==> src/rtl/fp_to_int_converter.sv <==
// Iterative converter from the 32-bit custom float (bias 511, 10b exp, 21b frac) to signed int32.
// Optional ROUND_NEAREST_EN selects round-to-nearest-even; otherwise truncation toward zero.
module fp_to_int_converter #(
  parameter int BIAS   = 511,
  parameter int FRAC_W = 21,
  parameter int EXP_W  = 10
) (
  input  logic        clock_100Khz,
  input  logic        reset,
  input  logic        start_in,
  input  logic [31:0] fp_in,
  output logic        busy_out,
  output logic        done_out,
  output logic [31:0] int_out,
  output logic [3:0]  status_out
);

  typedef enum logic [2:0] {IDLE, DECODE, SHIFT, SIGN, WRITEBACK} state_t;
  typedef enum logic [3:0] {
    OVERFLOW  = 4'd0,
    UNDERFLOW = 4'd1,
    EXACT     = 4'd2,
    INEXACT   = 4'd3
  } status_t;

  localparam int EW = EXP_W + 2;
  localparam logic signed [EW-1:0] BIAS_S = EW'(BIAS);
  localparam logic signed [EW-1:0] FRAC_S = EW'(FRAC_W);
  localparam logic signed [EW-1:0] E_OVF  = EW'(31);
`ifdef ROUND_NEAREST_EN
  localparam logic signed [EW-1:0] E_MIN  = EW'(-1);
`else
  localparam logic signed [EW-1:0] E_MIN  = EW'(0);
`endif

  state_t            state;
  status_t           res_st;
  status_t           status_q;
  logic [31:0]       fp_q;
  logic [31:0]       acc;
  logic [31:0]       mag;
  logic              sticky;
  logic [4:0]        n_q;
  logic              dir_left;
`ifdef ROUND_NEAREST_EN
  logic              guard;
`endif

  logic [EXP_W-1:0]  exp_f;
  logic signed [EW-1:0] e_unb;
  logic signed [EW-1:0] diff;
  logic [4:0]        n_w;

  assign status_out = status_q;

  always_comb begin
    exp_f = fp_q[FRAC_W +: EXP_W];
    e_unb = $signed({2'b00, exp_f}) - BIAS_S;
    diff  = e_unb - FRAC_S;
    n_w   = 5'((diff < 0) ? -diff : diff);
  end

  // Magnitude before negation; rounding increments here so negation sees the final value.
  always_comb begin
    mag = acc;
`ifdef ROUND_NEAREST_EN
    mag = acc + {31'b0, guard & (sticky | acc[0])};
`endif
  end

  always_ff @(posedge clock_100Khz or negedge reset) begin
    if (!reset) begin
      state    <= IDLE;
      fp_q     <= '0;
      acc      <= '0;
      sticky   <= 1'b0;
      n_q      <= '0;
      dir_left <= 1'b0;
      res_st   <= EXACT;
      status_q <= EXACT;
      busy_out <= 1'b0;
      done_out <= 1'b0;
      int_out  <= '0;
`ifdef ROUND_NEAREST_EN
      guard    <= 1'b0;
`endif
    end else begin
      done_out <= 1'b0;
      case (state)
        IDLE: begin
          if (start_in) begin
            fp_q     <= fp_in;
            busy_out <= 1'b1;
            state    <= DECODE;
          end
        end
        DECODE: begin
          if (exp_f == '0) begin
            acc    <= '0;
            res_st <= (fp_q[30:0] == '0) ? EXACT : UNDERFLOW;
            state  <= WRITEBACK;
          end else if (e_unb < E_MIN) begin
            acc    <= '0;
            res_st <= UNDERFLOW;
            state  <= WRITEBACK;
          end else if (e_unb >= E_OVF) begin
            acc    <= fp_q[31] ? 32'h8000_0000 : 32'h7FFF_FFFF;
            res_st <= OVERFLOW;
            state  <= WRITEBACK;
          end else begin
            acc      <= 32'({1'b1, fp_q[FRAC_W-1:0]});
            sticky   <= 1'b0;
`ifdef ROUND_NEAREST_EN
            guard    <= 1'b0;
`endif
            n_q      <= n_w;
            dir_left <= (diff >= 0);
            state    <= (n_w != '0) ? SHIFT : SIGN;
          end
        end
        SHIFT: begin
          if (dir_left) begin
            acc <= acc << 1;
          end else begin
            acc <= acc >> 1;
`ifdef ROUND_NEAREST_EN
            guard  <= acc[0];
            sticky <= sticky | guard;
`else
            sticky <= sticky | acc[0];
`endif
          end
          n_q <= n_q - 5'd1;
          if (n_q == 5'd1) state <= SIGN;
        end
        SIGN: begin
          acc <= fp_q[31] ? -mag : mag;
`ifdef ROUND_NEAREST_EN
          if (mag == '0)            res_st <= UNDERFLOW;
          else if (guard | sticky)  res_st <= INEXACT;
          else                      res_st <= EXACT;
`else
          res_st <= sticky ? INEXACT : EXACT;
`endif
          state <= WRITEBACK;
        end
        WRITEBACK: begin
          int_out  <= acc;
          status_q <= res_st;
          done_out <= 1'b1;
          busy_out <= 1'b0;
          state    <= IDLE;
        end
        default: begin
          busy_out <= 1'b0;
          state    <= IDLE;
        end
      endcase
    end
  end

endmodule
==> config.mk <==
export PLATFORM = sky130hd
export DESIGN_NAME = fp_to_int_converter
export DESIGN_NICKNAME = d
export VERILOG_FILES = /design/src/rtl/fp_to_int_converter.sv
export SDC_FILE = /design/constraint.sdc
export NUM_CORES = 1
export LEC_CHECK = 0
export BUFFER_PORTS_ARGS = -buffer_cell sky130_fd_sc_hd__buf_2
export CAP_MARGIN = 20
export CORE_MARGIN = 10
export CORE_UTILIZATION = 45
export CTS_BUF_LIST = sky130_fd_sc_hd__clkbuf_8
export CTS_CLUSTER_DIAMETER = 150
export DETAILED_ROUTE_END_ITERATION = 7
export PLACE_DENSITY = 0.64
export SLEW_MARGIN = 20
export SYNTH_ARGS = -nofsm -noshare
export SYNTH_HDL_FRONTEND = slang
export SYNTH_SLANG_ARGS = --single-unit
==> constraint.sdc <==
create_clock -name clock_100Khz -period 5.5 [get_ports clock_100Khz]
set_input_delay 1.1 -clock clock_100Khz [delete_from_list [all_inputs] [get_ports clock_100Khz]]
set_output_delay 1.1 -clock clock_100Khz [all_outputs]
set_load 0.02 [all_outputs]
# ---- Word level (Yosys, flattened, before mapping)
# Cells that the tools add are included.
# Widths: inputs -> output; s select.
dict set report totals {
  regBits 116
  out_inout_bits 38
  input_bits 35
}
dict set report classes {
  n_bitwise 5
  reduce_logical 16
  muxes 33
  n_eq_ne 13
  add_sub_neg 5
  n_lt_le_gt_ge 4
}
# operator count
set op_table {}
lappend op_table {{$mux 32} 6}
lappend op_table {{$pmux 32 s3} 1}
lappend op_table {{$neg 32->32} 1}
lappend op_table {{$logic_not 31->1} 1}
lappend op_table {{$mux 5} 4}
lappend op_table {{$mux 3} 5}
lappend op_table {{$ne 2x2->1 const B} 7}
lappend op_table {{$ge 12x1->1 const B} 1}
lappend op_table {{$lt 12x1->1 const B} 1}
lappend op_table {{$mux 4} 3}
lappend op_table {{$pmux 3 s4} 1}
lappend op_table {{$sub 11x6->12 const B} 1}
lappend op_table {{$ge 11x6->1 const B} 1}
lappend op_table {{$lt 11x1->1 const B} 1}
lappend op_table {{$sub 10x9->11 const B} 1}
lappend op_table {{$logic_not 10->1} 1}
lappend op_table {{$pmux 5 s2} 1}
lappend op_table {{$reduce_and 2->1} 5}
lappend op_table {{$mux 1} 8}
lappend op_table {{$pmux 4 s2} 1}
lappend op_table {{$reduce_and 4->1} 2}
lappend op_table {{$eq 3x2->1 const B} 2}
lappend op_table {{$eq 5x1->1 const B} 1}
lappend op_table {{$neg 5->5} 1}
lappend op_table {{other kinds (14)} 19}

# ---- Longest topological paths before layout
dict set report logic_depth {
  word_depth 10
  ltp_mapped 11
}

# ---- Least setup slack after synthesis
# Ideal clock, no wire load.
dict set report synth_path {
  path_kind {register -> register}
  from {register fp_q[22]}
  to {register acc[15]}
  period_less_slack_ps 2647
  arrival_ps 2521
  path_stages_with_launch 11
  path_buffers 2
  setup_ps 126
  t_required_ps 5374
  setup_slack_ps 2853
  path_cell_list {dfrtp_1 ha_1 buf_6 xor2_1 nor4_2 o221ai_2 o21a_1 or2_1 buf_6 o21a_1 o32a_1}
}
dict set report synth_via {
  elab_chain_len 6
  word_cells_on_any_way 8
  classes_between {add/sub: 1; order compare: 2; mux: 4; reduce/logical: 1}
}
# element line
set synth_rtl {}
lappend synth_rtl {{start: declaration} 39} ;# logic [31:0] fp_q;
lappend synth_rtl {{start signal: assignment} 92} ;# fp_q <= fp_in;
lappend synth_rtl {{$sub 10x9->11} 58} ;# e_unb = $signed({2'b00, exp_f}) - BIAS_S;
lappend synth_rtl {{$ge 11x6->1} 106} ;# end else if (e_unb >= E_OVF) begin
lappend synth_rtl {{$mux 32} 106}
lappend synth_rtl {{$mux 32} 102} ;# end else if (e_unb < E_MIN) begin
lappend synth_rtl {{$mux 32 (*)} 98} ;# if (exp_f == '0) begin
lappend synth_rtl {{$pmux 32 s3 (*)} 89} ;# case (state)
lappend synth_rtl {{end signal: assignment} 107} ;# acc <= fp_q[31] ? 32'h8000_0000 : 32'h7FFF_FFFF;
lappend synth_rtl {{end signal: assignment} 111} ;# acc <= 32'({1'b1, fp_q[FRAC_W-1:0]});
lappend synth_rtl {{end signal: assignment} 123} ;# acc <= acc << 1;
lappend synth_rtl {{end: declaration} 40} ;# logic [31:0] acc;
# Every way passes the cells marked *; elsewhere a longest branch is shown, timed or not.
# A chain may end at the register's enable or synchronous reset.

# ---- Worst setup path in the final report
dict set report layout_path {
  from {register fp_q[21]}
  to {register acc[2]}
}
# The elaborated chain is that of the path after synthesis.

==> summary.md <==
| Metric | Value |
|---|---|
| WP data required | 5.83 ns |
| Worst slew pin tran | 1.03 ns |
| Top cell type's share of synthesized area | 0.421 |
| Post-Place Worst Slack | 2.02 ns |
| Seq/Total Area, Yosys | 0.429 |
| Max-Slew Margin vs Limit | 0.314 |
| Gr ovfl total | 0 |
| Row cnt | 43 |
| Worst setup path class | reg -> reg |
| Fmax | 282 MHz |
| Post-synth design cell area | 6540 µm² |
| Gpl congestion | 0.938 |
| Syn avg cell area | 9.77 µm² |
| Setup slack after layout | 1.96 ns |
| FFs w/ async S/R, synth | 1.00 |
| CP Max Fanout | 15 |
| Share of layout cells above drive strength 1 | 0.250 |
| Post-detail-place hpwl | 11800 µm |
| Post-synth EDFFs | 0 |
| Routed vias | 5318 |
| Routed wl met3 | 1150 µm |
| Routed Antenna Nets | 0 |
| Largest net degree at the start of global routing | 66 |
| RSZ-0062 raised after global routing | no |
| Core area | 14000 µm² |
| Global-route wire length before repair | 27700 µm |
| Yosys reg bits | 112 |
| Post-CTS Setup Inserts | 0 |
| Critical Path AT | 3.87 ns |
| Leak | 2.98 nW |
| Status | finished clean |
| DR DRC count | 0 |
| Iter 0 DRT Violations | 517 |
| Clock root buffer | clkbuf_8 |
| Min Clock Period, post-route | 3.54 ns |
| Setup Viol. Count Final | 0 |
| Yosys warns | 0 |
| Top Metal Used | met4 |
| Cts repair resizes | 0 |
| Die Wd | 141 µm |
| Max-cap violations | 0 |
| First-pass iteration count of the detailed router | 5 |
| Worst vdd ir | 167 µV |
| Routed vias/inst | 5.98 |
| Area of the die | 19700 µm² |
| Clock-pin transition on the worst setup and hold timing paths | 0.12 ns |
| Antenna violations before repair | 0 |
| Core Util, Final | 0.508 |
| Count of unique library cells instantiated by Yosys | 81 |
| Skew final | 0.0148 ns |
| H-tree levels | 3 |
| Initial Utilization | 0.466 |
| N_diodes | 0 |
| DR WL/cell | 19.1 µm |
| P&R area growth vs syn | 9.11% |
| Final hold violations | 0 |
| Crit share post-route | 0.644 |
| Crit end category | flop |
| PD cells | 510 nW/µm² |
| Cell taking the most area after synthesis | dfrtp_1 |
| Detail Route met2 WL | 7620 µm |
| Startpoint types | flop |
| Fin nets | 747 |
| Worst hold path type | reg -> reg |
| Area contributors post-synth | dfrtp_1, mux2_2, o21ai_0, mux2i_1, nand2_1 |
| # hold bufs at CTS | 0 |
| Ports | 73 |
| Syn Inst Count | 669 |
| Setup TNS | 0 ns |
| CTS Buffer Depth | 2 |
| WL final | 16900 µm |
| CTS tree | done |
| Clock Latency Late Sink | 0.40 ns |
| Port Buffer Count | 70 |
| CTS buffer count | 9 |
| Final Max Slew Viols | 0 |
| Commonest non-fill, non-tap cell in the layout | dfrtp_1 |
| Most frequent cells in the layout | dfrtp_1, buf_2, mux2_2 |
| Vias in the first global route | 5190 |
| Metal1 wirelength | 7920 µm |
| Clk sink count | 112 |
| GRT Util Overall | 0.168 |
| Die height | 141 µm |
| Most used DFF post-synth | dfrtp_1 |
layer usage:
metal	vias up	track usage
li1	2527	-
met1	2578	0.232
met2	189	0.250
met3	24	0.0416
met4	0	0.0560
met5	-	0
cell families (layout without fill, tap and decap cells):
group | count (synthesis) | in the layout | synth area share
xor+xnor | 16 | 16 | 0.0214
flops | 112 | 112 | 0.429
mux | 91 | 91 | 0.152
other cells | 1 | 2 | 0.000574
buf+inv | 71 | 110 | 0.0467
compound gates | 172 | 172 | 0.173
simple gates | 198 | 198 | 0.162
fa+ha+maj | 8 | 8 | 0.0153
where the power goes:
| part | leakage [nW] | switching (W) | internal (W) |
|---|---|---|---|
| sequential | 1.40 | 0.000467 | 0.00114 |
| clock | 0.0971 | 0.000317 | 0.000188 |
| combinational | 1.49 | 0.000858 | 0.000665 |
synth_stat cells, drive strengths merged, types with 3 or more instances:
library cell  instances
a21o                  4
a21oi                33
a22oi                 5
a31oi                 5
a32oi                 3
and3                  5
buf                  19
clkbuf               35
dfrtp               110
ha                    8
inv                  17
mux2                 63
mux2i                28
nand2                51
nand3                 8
nand4                 9
nor2                 49
nor2b                 6
nor3                 20
nor3b                 3
nor4                 18
o21a                  8
o21ai                63
o221ai                5
o22ai                 4
o2bb2ai               3
o31ai                 7
o32ai                 8
or2                   4
or3                   7
or4                   5
xnor2                 5
xor2                 11
layout make-up:
type	instances	area, µm²
fill	1291	6910
multi-input combinational	487	3440
timing repair buffer	77	405
sequential	112	2810
clock inverter	6	58.8
clock buffer	10	138
inverter	17	63.8
tap	180	225
critical path: stages (launching register included):
cell and delay [ns]:
dfrtp_1 0.61, ha_1 0.52, xor2_1 0.15, nor4_2 0.28, o221ai_2 0.23, o31ai_1 0.42
and2_0 0.73, nand2_1 0.29, o221ai_1 0.25
metrics by stage:
stage	area, µm²	hold WS [ns]	std cells	power (W)
finish	7130	0.484	889	0.00364
global route	7130	0.526	889	0.00389
CTS	7130	0.490	889	0.00364
detailed placement	6940	0.464	873	0.00313
global placement	6940	0.456	873	0.00308
floorplan	6540	0.455	670	0.00267
sequential cells by signal, indices dropped and copies added, names as in the netlist:
signal / count
fp_q: 32
done_out: 1
int_out: 32
state: 3
n_q: 5
acc: 32
busy_out: 1
status_out: 2
sticky: 1
dir_left: 1
res_st: 2
worst paths after layout:
check                      cells past startpoint  slack, ns          end     start
max                                            8       1.96       acc[2]  fp_q[21]
min                                            1       0.48     busy_out  busy_out
max reg2reg                                    8       1.96       acc[2]  fp_q[21]
min reg2reg                                    1       0.48     busy_out  busy_out
max in group asynchronous                      2       3.59     fp_q[15]     reset
min in group asynchronous                      1       0.79  int_out[30]     reset
No activity file was read; power rests on OpenSTA's default activity.
